$ cat src/rtl/ifetch_queue_if.sv
// ifetch_queue_if: instruction-memory, decode and redirect signals of the fetch queue.
// Revision: 1.0
`default_nettype none

interface ifetch_queue_if;
  logic [31:0] imem_a;
  logic [31:0] imem_rd;
  logic        inst_valid;
  logic        inst_ready;
  logic [31:0] inst;
  logic [31:0] inst_pc;
  logic        redirect_valid;
  logic [31:0] redirect_pc;

  // The fetch queue drives memory address and decode-facing outputs.
  modport master (
    output imem_a,
    input  imem_rd,
    output inst_valid,
    input  inst_ready,
    output inst,
    output inst_pc,
    input  redirect_valid,
    input  redirect_pc
  );

  modport slave (
    input  imem_a,
    output imem_rd,
    input  inst_valid,
    output inst_ready,
    input  inst,
    input  inst_pc,
    output redirect_valid,
    output redirect_pc
  );
endinterface

`default_nettype wire

$ cat src/rtl/ifetch_queue.sv
// ifetch_queue: fetch initiator with a DEPTH-entry prefetch FIFO and redirect flush.
// Revision: 1.0
`default_nettype none

module ifetch_queue #(
  parameter int          DEPTH    = 4,
  parameter logic [31:0] RESET_PC = 32'h0000_0000
) (
  input  logic           clk,
  input  logic           reset,
  ifetch_queue_if.master bus
);

  localparam int PTR_W = $clog2(DEPTH);
  localparam int CNT_W = PTR_W + 1;
  localparam logic [CNT_W-1:0] FULL_COUNT = CNT_W'(DEPTH);

  logic [31:0]      fetch_pc;
  logic [PTR_W-1:0] head;
  logic [PTR_W-1:0] tail;
  logic [CNT_W-1:0] count;

  logic [31:0] pc_mem    [DEPTH];
  logic [31:0] instr_mem [DEPTH];

  logic pop;
  logic push;
  logic valid;

  assign valid = (count != '0);
  assign pop   = valid & bus.inst_ready;
  // Full is tolerated only when the head leaves in the same cycle.
  assign push  = !bus.redirect_valid & ((count < FULL_COUNT) | pop);

  always_ff @(posedge clk or posedge reset) begin
    if (reset) begin
      fetch_pc <= RESET_PC;
      head     <= '0;
      tail     <= '0;
      count    <= '0;
    end else if (bus.redirect_valid) begin
      fetch_pc <= {bus.redirect_pc[31:2], 2'b00};
      head     <= tail;
      count    <= '0;
    end else begin
      if (push) begin
        fetch_pc <= fetch_pc + 32'd4;
        tail     <= tail + PTR_W'(1);
      end
      if (pop) begin
        head <= head + PTR_W'(1);
      end
      if (push && !pop) begin
        count <= count + CNT_W'(1);
      end else if (pop && !push) begin
        count <= count - CNT_W'(1);
      end
    end
  end

  // Storage holds no reset: entries are qualified by count.
  always_ff @(posedge clk) begin
    if (push) begin
      pc_mem[tail]    <= fetch_pc;
      instr_mem[tail] <= bus.imem_rd;
    end
  end

  assign bus.imem_a     = fetch_pc;
  assign bus.inst_valid = valid;
  assign bus.inst       = instr_mem[head];
  assign bus.inst_pc    = pc_mem[head];

endmodule

`default_nettype wire
$ cat src/flat_wrapper.sv
// flat-port wrapper written by rule: the top's interface ports become plain ports
module ifetch_queue_flat 
#(
  parameter int          DEPTH    = 4,
  parameter logic [31:0] RESET_PC = 32'h0000_0000
)
  (clk, reset, bus_imem_a, bus_imem_rd, bus_inst_valid, bus_inst_ready, bus_inst, bus_inst_pc, bus_redirect_valid, bus_redirect_pc);
  ifetch_queue_if bus_i ();
  input  logic clk;
  input  logic reset;
  output wire logic [$bits(bus_i.imem_a)-1:0] bus_imem_a;
  input wire logic [$bits(bus_i.imem_rd)-1:0] bus_imem_rd;
  output wire logic [$bits(bus_i.inst_valid)-1:0] bus_inst_valid;
  input wire logic [$bits(bus_i.inst_ready)-1:0] bus_inst_ready;
  output wire logic [$bits(bus_i.inst)-1:0] bus_inst;
  output wire logic [$bits(bus_i.inst_pc)-1:0] bus_inst_pc;
  input wire logic [$bits(bus_i.redirect_valid)-1:0] bus_redirect_valid;
  input wire logic [$bits(bus_i.redirect_pc)-1:0] bus_redirect_pc;
  assign bus_imem_a = bus_i.imem_a;
  assign bus_i.imem_rd = bus_imem_rd;
  assign bus_inst_valid = bus_i.inst_valid;
  assign bus_i.inst_ready = bus_inst_ready;
  assign bus_inst = bus_i.inst;
  assign bus_inst_pc = bus_i.inst_pc;
  assign bus_i.redirect_valid = bus_redirect_valid;
  assign bus_i.redirect_pc = bus_redirect_pc;
  ifetch_queue #(.DEPTH(DEPTH), .RESET_PC(RESET_PC)) u_core (.clk(clk), .reset(reset), .bus(bus_i));
endmodule
$ cat config.mk
export PLATFORM = sky130hd
export DESIGN_NAME = ifetch_queue_flat
export DESIGN_NICKNAME = d
export VERILOG_FILES = /design/src/rtl/ifetch_queue_if.sv /design/src/rtl/ifetch_queue.sv /design/src/flat_wrapper.sv
export SDC_FILE = /design/constraint.sdc
export NUM_CORES = 1
export LEC_CHECK = 0
export CAP_MARGIN = 0
export CORE_MARGIN = 4
export CORE_UTILIZATION = 54
export DETAILED_ROUTE_END_ITERATION = 10
export PLACE_DENSITY = 0.79
export SLEW_MARGIN = 20
export SYNTH_ARGS = -nofsm -noshare
export SYNTH_HDL_FRONTEND = slang
export SYNTH_SLANG_ARGS = --single-unit
$ cat constraint.sdc
create_clock -name clk -period 3.47 [get_ports clk]
set_input_delay 0.694 -clock clk [delete_from_list [all_inputs] [get_ports clk]]
set_output_delay 0.694 -clock clk [all_outputs]
set_load 0.01 [all_outputs]
==> results of run 1 <==
## cell families after synthesis
kind of cell | synth area share
muxes | 0.126
xor gates and xnor gates | 0.0101
adders and majority gates | 0.00732
DFF | 0.743
buffers and inverters | 0.0170
and+or+nand+nor | 0.0651
AOI/OAI and AO/OA | 0.0320
other | 0.000333
## cells in the final DEF (no fill, tap or decap), types with 3 or more instances in the layout
cell type and count:
edfxtp_1 248, clkdlybuf4s50_1 157, mux4_2 62, dfrtp_1 35, clkbuf_16 30, nand2_1 29
nor2_1 23, nand3_1 19, o21ai_0 15, nand4_1 13, nor3_1 10, o31ai_1 10
or4_1 10, buf_12 10, a31oi_1 9, xnor2_1 9, clkbuf_1 8, buf_4 8
inv_1 7, nor2b_1 6, clkinv_1 5, a22oi_1 5, ha_1 5, nor4_1 4
and3_4 4, xor2_1 4, conb_1 4, and3_1 3, and4_1 3, bufinv_16 3
clkinv_2 3
## metrics by stage
| step | power (mW) | cells | setup slack (ns) |
|---|---|---|---|
| finish | 11.3 | 1066 | 0.317 |
| global route | 11.8 | 1066 | 0.199 |
| CTS | 11.4 | 1066 | 0.269 |
| detailed placement | 8.39 | 1014 | 0.540 |
| global placement | 8.28 | 1014 | 0.663 |
| floorplan | 6.59 | 601 | 0.279 |
## worst paths after layout
kind	to	slack [ns]	cells after the start
max in group asynchronous	u_core.count[1]$_DFFE_PP0P_	2.17	3
worst min register to register	u_core.head[0]$_DFFE_PP0P_	0.56	2
min in group asynchronous	u_core.bus.imem_a[10]$_DFFE_PP0N_	0.62	2
worst max register to register	u_core.bus.imem_a[24]$_DFFE_PP0N_	1.17	4
worst max-delay path	bus_inst_pc[10]	0.32	3
worst min-delay path	u_core.count[2]$_DFFE_PP0P_	0.54	2
## where the power goes
part           switching, mW  leakage [nW]  internal [mW]
Clock                   1.19         0.454           1.84
Combinational           1.56          1.56           1.91
Sequential             0.328          2.70           4.45
## layout make-up
cell class / instances / area [um2]
inverter: 8 / 30.0
timing repair buffer: 176 / 1840
tap: 270 / 338
clock buffer: 40 / 808
fill: 1276 / 6090
clock inverter: 12 / 135
sequential: 285 / 8380
multi-input combinational: 275 / 2740
## state kept, by name (all words and copies together) (netlist names)
signal,flops
u_core.head,2
u_core.bus.imem_a,30
u_core.count,3
u_core.tail,2
u_core.instr_mem,128
u_core.pc_mem,120
## metal layers
metal / wire length [um] / track usage / vias up
met5: 0 / 0 / -
met4: 405 / 0.0471 / 0
met3: 1930 / 0.0423 / 42
met2: 11900 / 0.341 / 304
met1: 9540 / 0.292 / 3209
li1: - / - / 2793
==> impl_metrics.json, run 1 <==
{
  "status": "finished, final reports clean",
  "setup.worst_path.start": "u_core.head[0]$_DFFE_PP0P_",
  "grt_antenna_before_repair": 0,
  "area_growth_pct": 26.6,
  "n_antenna_cell": 0,
  "ios": 165,
  "yosys_register_bits": 285,
  "track_usage": 0.207,
  "grt_max_degree": 44,
  "hpwl_um": 15300,
  "stdcell_area_um2": 14300,
  "dr.first_iter.drc_count": 509,
  "cts_made_buffers": 28,
  "synth-main-ff-cell": "edfxtp_1",
  "synth.area.top_cells": "edfxtp_1 66%, mux4_2 12%, dfrtp_1 8.2%",
  "htree_num_levels": 1,
  "overflow": 0,
  "core_area_um2": 20400,
  "wl_per_cell_um": 22.3,
  "yosysUniqueCellTypes": 50,
  "ys_warn_count": 0,
  "max_freq_mhz": 317,
  "startpoint_type": "flop",
  "required_ns": 2.78,
  "syn_area_per_cell_um2": 18.9,
  "max_stage_delay_ns": 0.60,
  "reg2reg_from": "u_core.bus.imem_a[11]$_DFFE_PP0N_",
  "cp_cell_sequence": "buf_4 > mux4_2 > clkdlybuf4s50_1",
  "setup_viol": 0,
  "holdWs_ns": 0.542,
  "hold_viol_final": 0,
  "synth_top_area_share": 0.660,
  "slew_headroom": 0.462,
  "drt-pass1-iter-count": 5,
  "fin_crit_sh": 0.909,
  "postCtsResizedCells": 0,
  "cts_tree": "yes",
  "num_vias": 6348,
  "min_from": "bus_redirect_valid",
  "initial_utilization": 0.554,
  "cp.arrival_ns": 2.46,
  "clock_latency_ns": 0.53,
  "path_class": "reg2out",
  "layout-drive-gt1-share": 0.170,
  "finalMaxSlewViolations": 0,
  "syn-instance-count": 598,
  "period_needed_ns": 3.15,
  "max_slew.worst_pin.slew_ns": 0.806,
  "cp_max_fo": 21,
  "post-synth-top-count-cell": "edfxtp_1",
  "cts_sinks": 285,
  "end_kind": "output port",
  "row_count": 52,
  "grt_pass1_wl_um": 38300,
  "final_util": 0.701,
  "cellPowerDensity_nw_per_um2": 791,
  "die_w_um": 153,
  "cp.buffers_inverters": 2,
  "viasPerCell": 5.95,
  "cts_setup_buffers": 0,
  "place.port_buffers": 158,
  "cpMaxStageDelayCell": "mux4_2",
  "hold_class": "in2reg",
  "peakVddDrop_v": 0.000454,
  "wl_um": 23800,
  "die_h_um": 153,
  "fin_nets": 848,
  "cts_buffer_depth": 3,
  "finalClockSkew_ns": 0.0120,
  "grt_pass1_vias": 6691,
  "drc": 0,
  "fin_tns_setup_ns": 0,
  "ys_seq_area_frac": 0.743,
  "root_buffer": "clkbuf_16",
  "place_area_um2": 13300,
  "yosysTopAreaCell": "edfxtp_1",
  "rsz0062_at_grt": "false",
  "cpLargestDelayFamily": "buffers and inverters",
  "synth_common_cells": "248 x edfxtp_1, 62 x mux4_2, 37 x dfrtp_1",
  "ctsHoldBuffers": 0,
  "cap_viol_max_count": 0,
  "clk_pin_slew_ns": 0.06,
  "dieArea_um2": 23300,
  "p_leak_nw": 4.72,
  "ant_nets": 0,
  "synth_edf_count": 248,
  "synthesis.area_um2": 11300,
  "place_congestion": 0.881,
  "async_flop_share": 0.130
}
(Power assumes the default switching activity.)
==> run 2: changes to the inputs <==
--- a/config.mk
+++ b/config.mk
@@ -14,3 +14,4 @@
 export SYNTH_ARGS = -nofsm -noshare
 export SYNTH_HDL_FRONTEND = slang
 export SYNTH_SLANG_ARGS = --single-unit
+export TNS_END_PERCENT = 20
==> results of run 2 <==
The final DEF is identical to that of run 1; final timing and power are the same.
==> run 3: changes to the inputs <==
--- a/config.mk
+++ b/config.mk
@@ -9,7 +9,7 @@
 export CORE_MARGIN = 4
 export CORE_UTILIZATION = 54
 export DETAILED_ROUTE_END_ITERATION = 10
-export PLACE_DENSITY = 0.79
+export PLACE_DENSITY = 0.83
 export SLEW_MARGIN = 20
 export SYNTH_ARGS = -nofsm -noshare
 export SYNTH_HDL_FRONTEND = slang
==> run 3 against run 2 <==
Net effect: register-to-register slack gained 0.05 ns; clock-buffer cell count shrank 3; non-clock buffer count shrank 3; clock skew grew 0.00061 ns; sequential cell count is the same; sequential power grew 3%; maximum frequency shrank 4.8%; global-route usage grew 0.095 points; first-iteration DRC count shrank 11%; final cell count shrank 0.28%; utilization shrank 0.74 points; setup slack lost 0.16 ns; critical path type unchanged; largest power group unchanged.
==> impl_metrics.json, run 3 (synthesized netlist as in run 1, its figures left out) <==
{
  "fin_tns_setup_ns": 0,
  "power_frac_seq": 0.447,
  "cp.arrival_ns": 2.62,
  "cts_made_buffers": 28,
  "cts_sinks": 285,
  "fin_crit_sh": 0.955,
  "max_stage_delay_ns": 0.70,
  "num_vias": 6372,
  "ios": 165,
  "fin_nets": 845,
  "clk_pin_slew_ns": 0.06,
  "path_class": "reg2out",
  "p_leak_nw": 4.67,
  "hpwl_um": 15500,
  "cap_viol_max_count": 0,
  "rrSetupSlack_ns": 1.22,
  "place.port_buffers": 158,
  "hold_class": "in2async",
  "grt_pass1_vias": 6561,
  "ant_nets": 0,
  "final_common_cell": "edfxtp_1",
  "p_sw_mw": 3.09,
  "cellPowerDensity_nw_per_um2": 782,
  "n_antenna_cell": 0,
  "n_fill_cell": 1265,
  "htree_num_levels": 1,
  "cts_tree": "yes",
  "grt_pass1_wl_um": 38000,
  "postCtsResizedCells": 0,
  "largest_reg_flops": 128,
  "max_freq_mhz": 302,
  "dieArea_um2": 23300,
  "overflow": 0,
  "grt_max_degree": 64,
  "cts_buffer_depth": 3,
  "clock_latency_ns": 0.53,
  "row_count": 52,
  "layout-drive-gt1-share": 0.169,
  "startpoint_type": "flop",
  "dr.first_iter.drc_count": 453,
  "finalClockSkew_ns": 0.0126,
  "setup_viol": 0,
  "root_buffer": "clkbuf_16",
  "holdWs_ns": 0.582,
  "cp_cell_sequence": "buf_12 > mux4_2 > clkdlybuf4s50_1",
  "p_comb_frac": 0.298,
  "wl_per_cell_um": 23.0,
  "cts_setup_buffers": 0,
  "cp_max_fo": 27,
  "place_congestion": 0.823,
  "max_slew.worst_pin.slew_ns": 0.948,
  "p_int_mw": 7.96,
  "pre_cts_slack_ns": 0.526,
  "period_needed_ns": 3.31,
  "cp.buffers_inverters": 2,
  "cpLargestDelayFamily": "buffers and inverters",
  "peakVddDrop_v": 0.000609,
  "required_ns": 2.78,
  "fin_ws_ns": 0.157,
  "core_area_um2": 20400,
  "die_w_um": 153,
  "rsz0062_at_grt": "false",
  "layout.cells.non_filler": 1063,
  "layout_common_cells": "248 x edfxtp_1, 157 x clkdlybuf4s50_1, 62 x mux4_2",
  "viasPerCell": 5.99,
  "sw_frac_of_total": 0.280,
  "hold_viol_final": 0,
  "wl_um": 24400,
  "ctsHoldBuffers": 0,
  "grt_antenna_before_repair": 0,
  "drt-pass1-iter-count": 5,
  "dp_cells": 1011,
  "p_total_mw": 11.0,
  "initial_utilization": 0.554,
  "end_kind": "output port",
  "power_frac_clock": 0.255,
  "cpMaxStageDelayCell": "dfrtp_4",
  "area_growth_pct": 25.2,
  "slew_headroom": 0.368,
  "die_h_um": 153,
  "drc": 0,
  "track_usage": 0.208,
  "largest_register": "u_core.instr_mem",
  "finalMaxSlewViolations": 0,
  "status": "finished, final reports clean"
}
-- run 3: changes by cell type in the layout (fill, tap and decap cells not counted) --
cell and delta:
bufinv_16 -2, clkbuf_1 -1, clkinv_2 +7, buf_12 -4
clkinvlp_4 -1, buf_4 +1, clkbuf_8 -1, clkinv_1 -1
clkbuf_16 -1
-- run 3: worst paths after layout --
kind                                                        from                                 to  depth (start not counted)
worst min-delay path                                       reset  u_core.bus.imem_a[28]$_DFFE_PP0N_                          2
min in group clk                      u_core.tail[1]$_DFFE_PP0P_         u_core.head[1]$_DFFE_PP0P_                          2
worst max-delay path                  u_core.head[0]$_DFFE_PP0P_                       bus_inst[12]                          3
worst min register to register        u_core.tail[1]$_DFFE_PP0P_         u_core.head[1]$_DFFE_PP0P_                          2
worst max register to register  u_core.bus.imem_a[8]$_DFFE_PP0N_  u_core.bus.imem_a[22]$_DFFE_PP0N_                          4
max in group asynchronous                                  reset   u_core.bus.imem_a[3]$_DFFE_PP0N_                          3
-- run 3: per-stage QoR --
step,cell area (um2),utilization
2_1_floorplan,11300,-
3_3_place_gp,13300,0.651
3_5_place_dp,13300,0.651
4_1_cts,14100,0.693
5_1_grt,14100,0.693
6_report,14100,0.693
-- run 3: per-layer routing --
metal	up-vias	global-route usage	wire length [um]
met1	3245	0.287	9780
met3	54	0.0386	1660
met5	-	0	0
met4	0	0.0573	613
met2	300	0.346	12400
li1	2773	-	-
-- run 3: final cells by class --
cell class,count,area (um2),share of cell area
clock buffer,37,766,0.0542
clock inverter,15,98.8,0.00700
inverter,8,30.0,0.00213
multi-input combinational,275,2740,0.194
sequential,285,8380,0.594
tap,270,338,0.0239
timing repair buffer,173,1760,0.125
-- run 3: power by group through the flow --
stage / sequential, mW / clock (mW) / combinational [mW]
floorplan: 4.73 / 0 / 1.86
global placement: 4.94 / 0 / 3.28
detailed placement: 5.01 / 0 / 3.34
CTS: 4.95 / 2.87 / 3.37
global route: 5.01 / 3.02 / 3.53
finish: 4.93 / 2.82 / 3.29
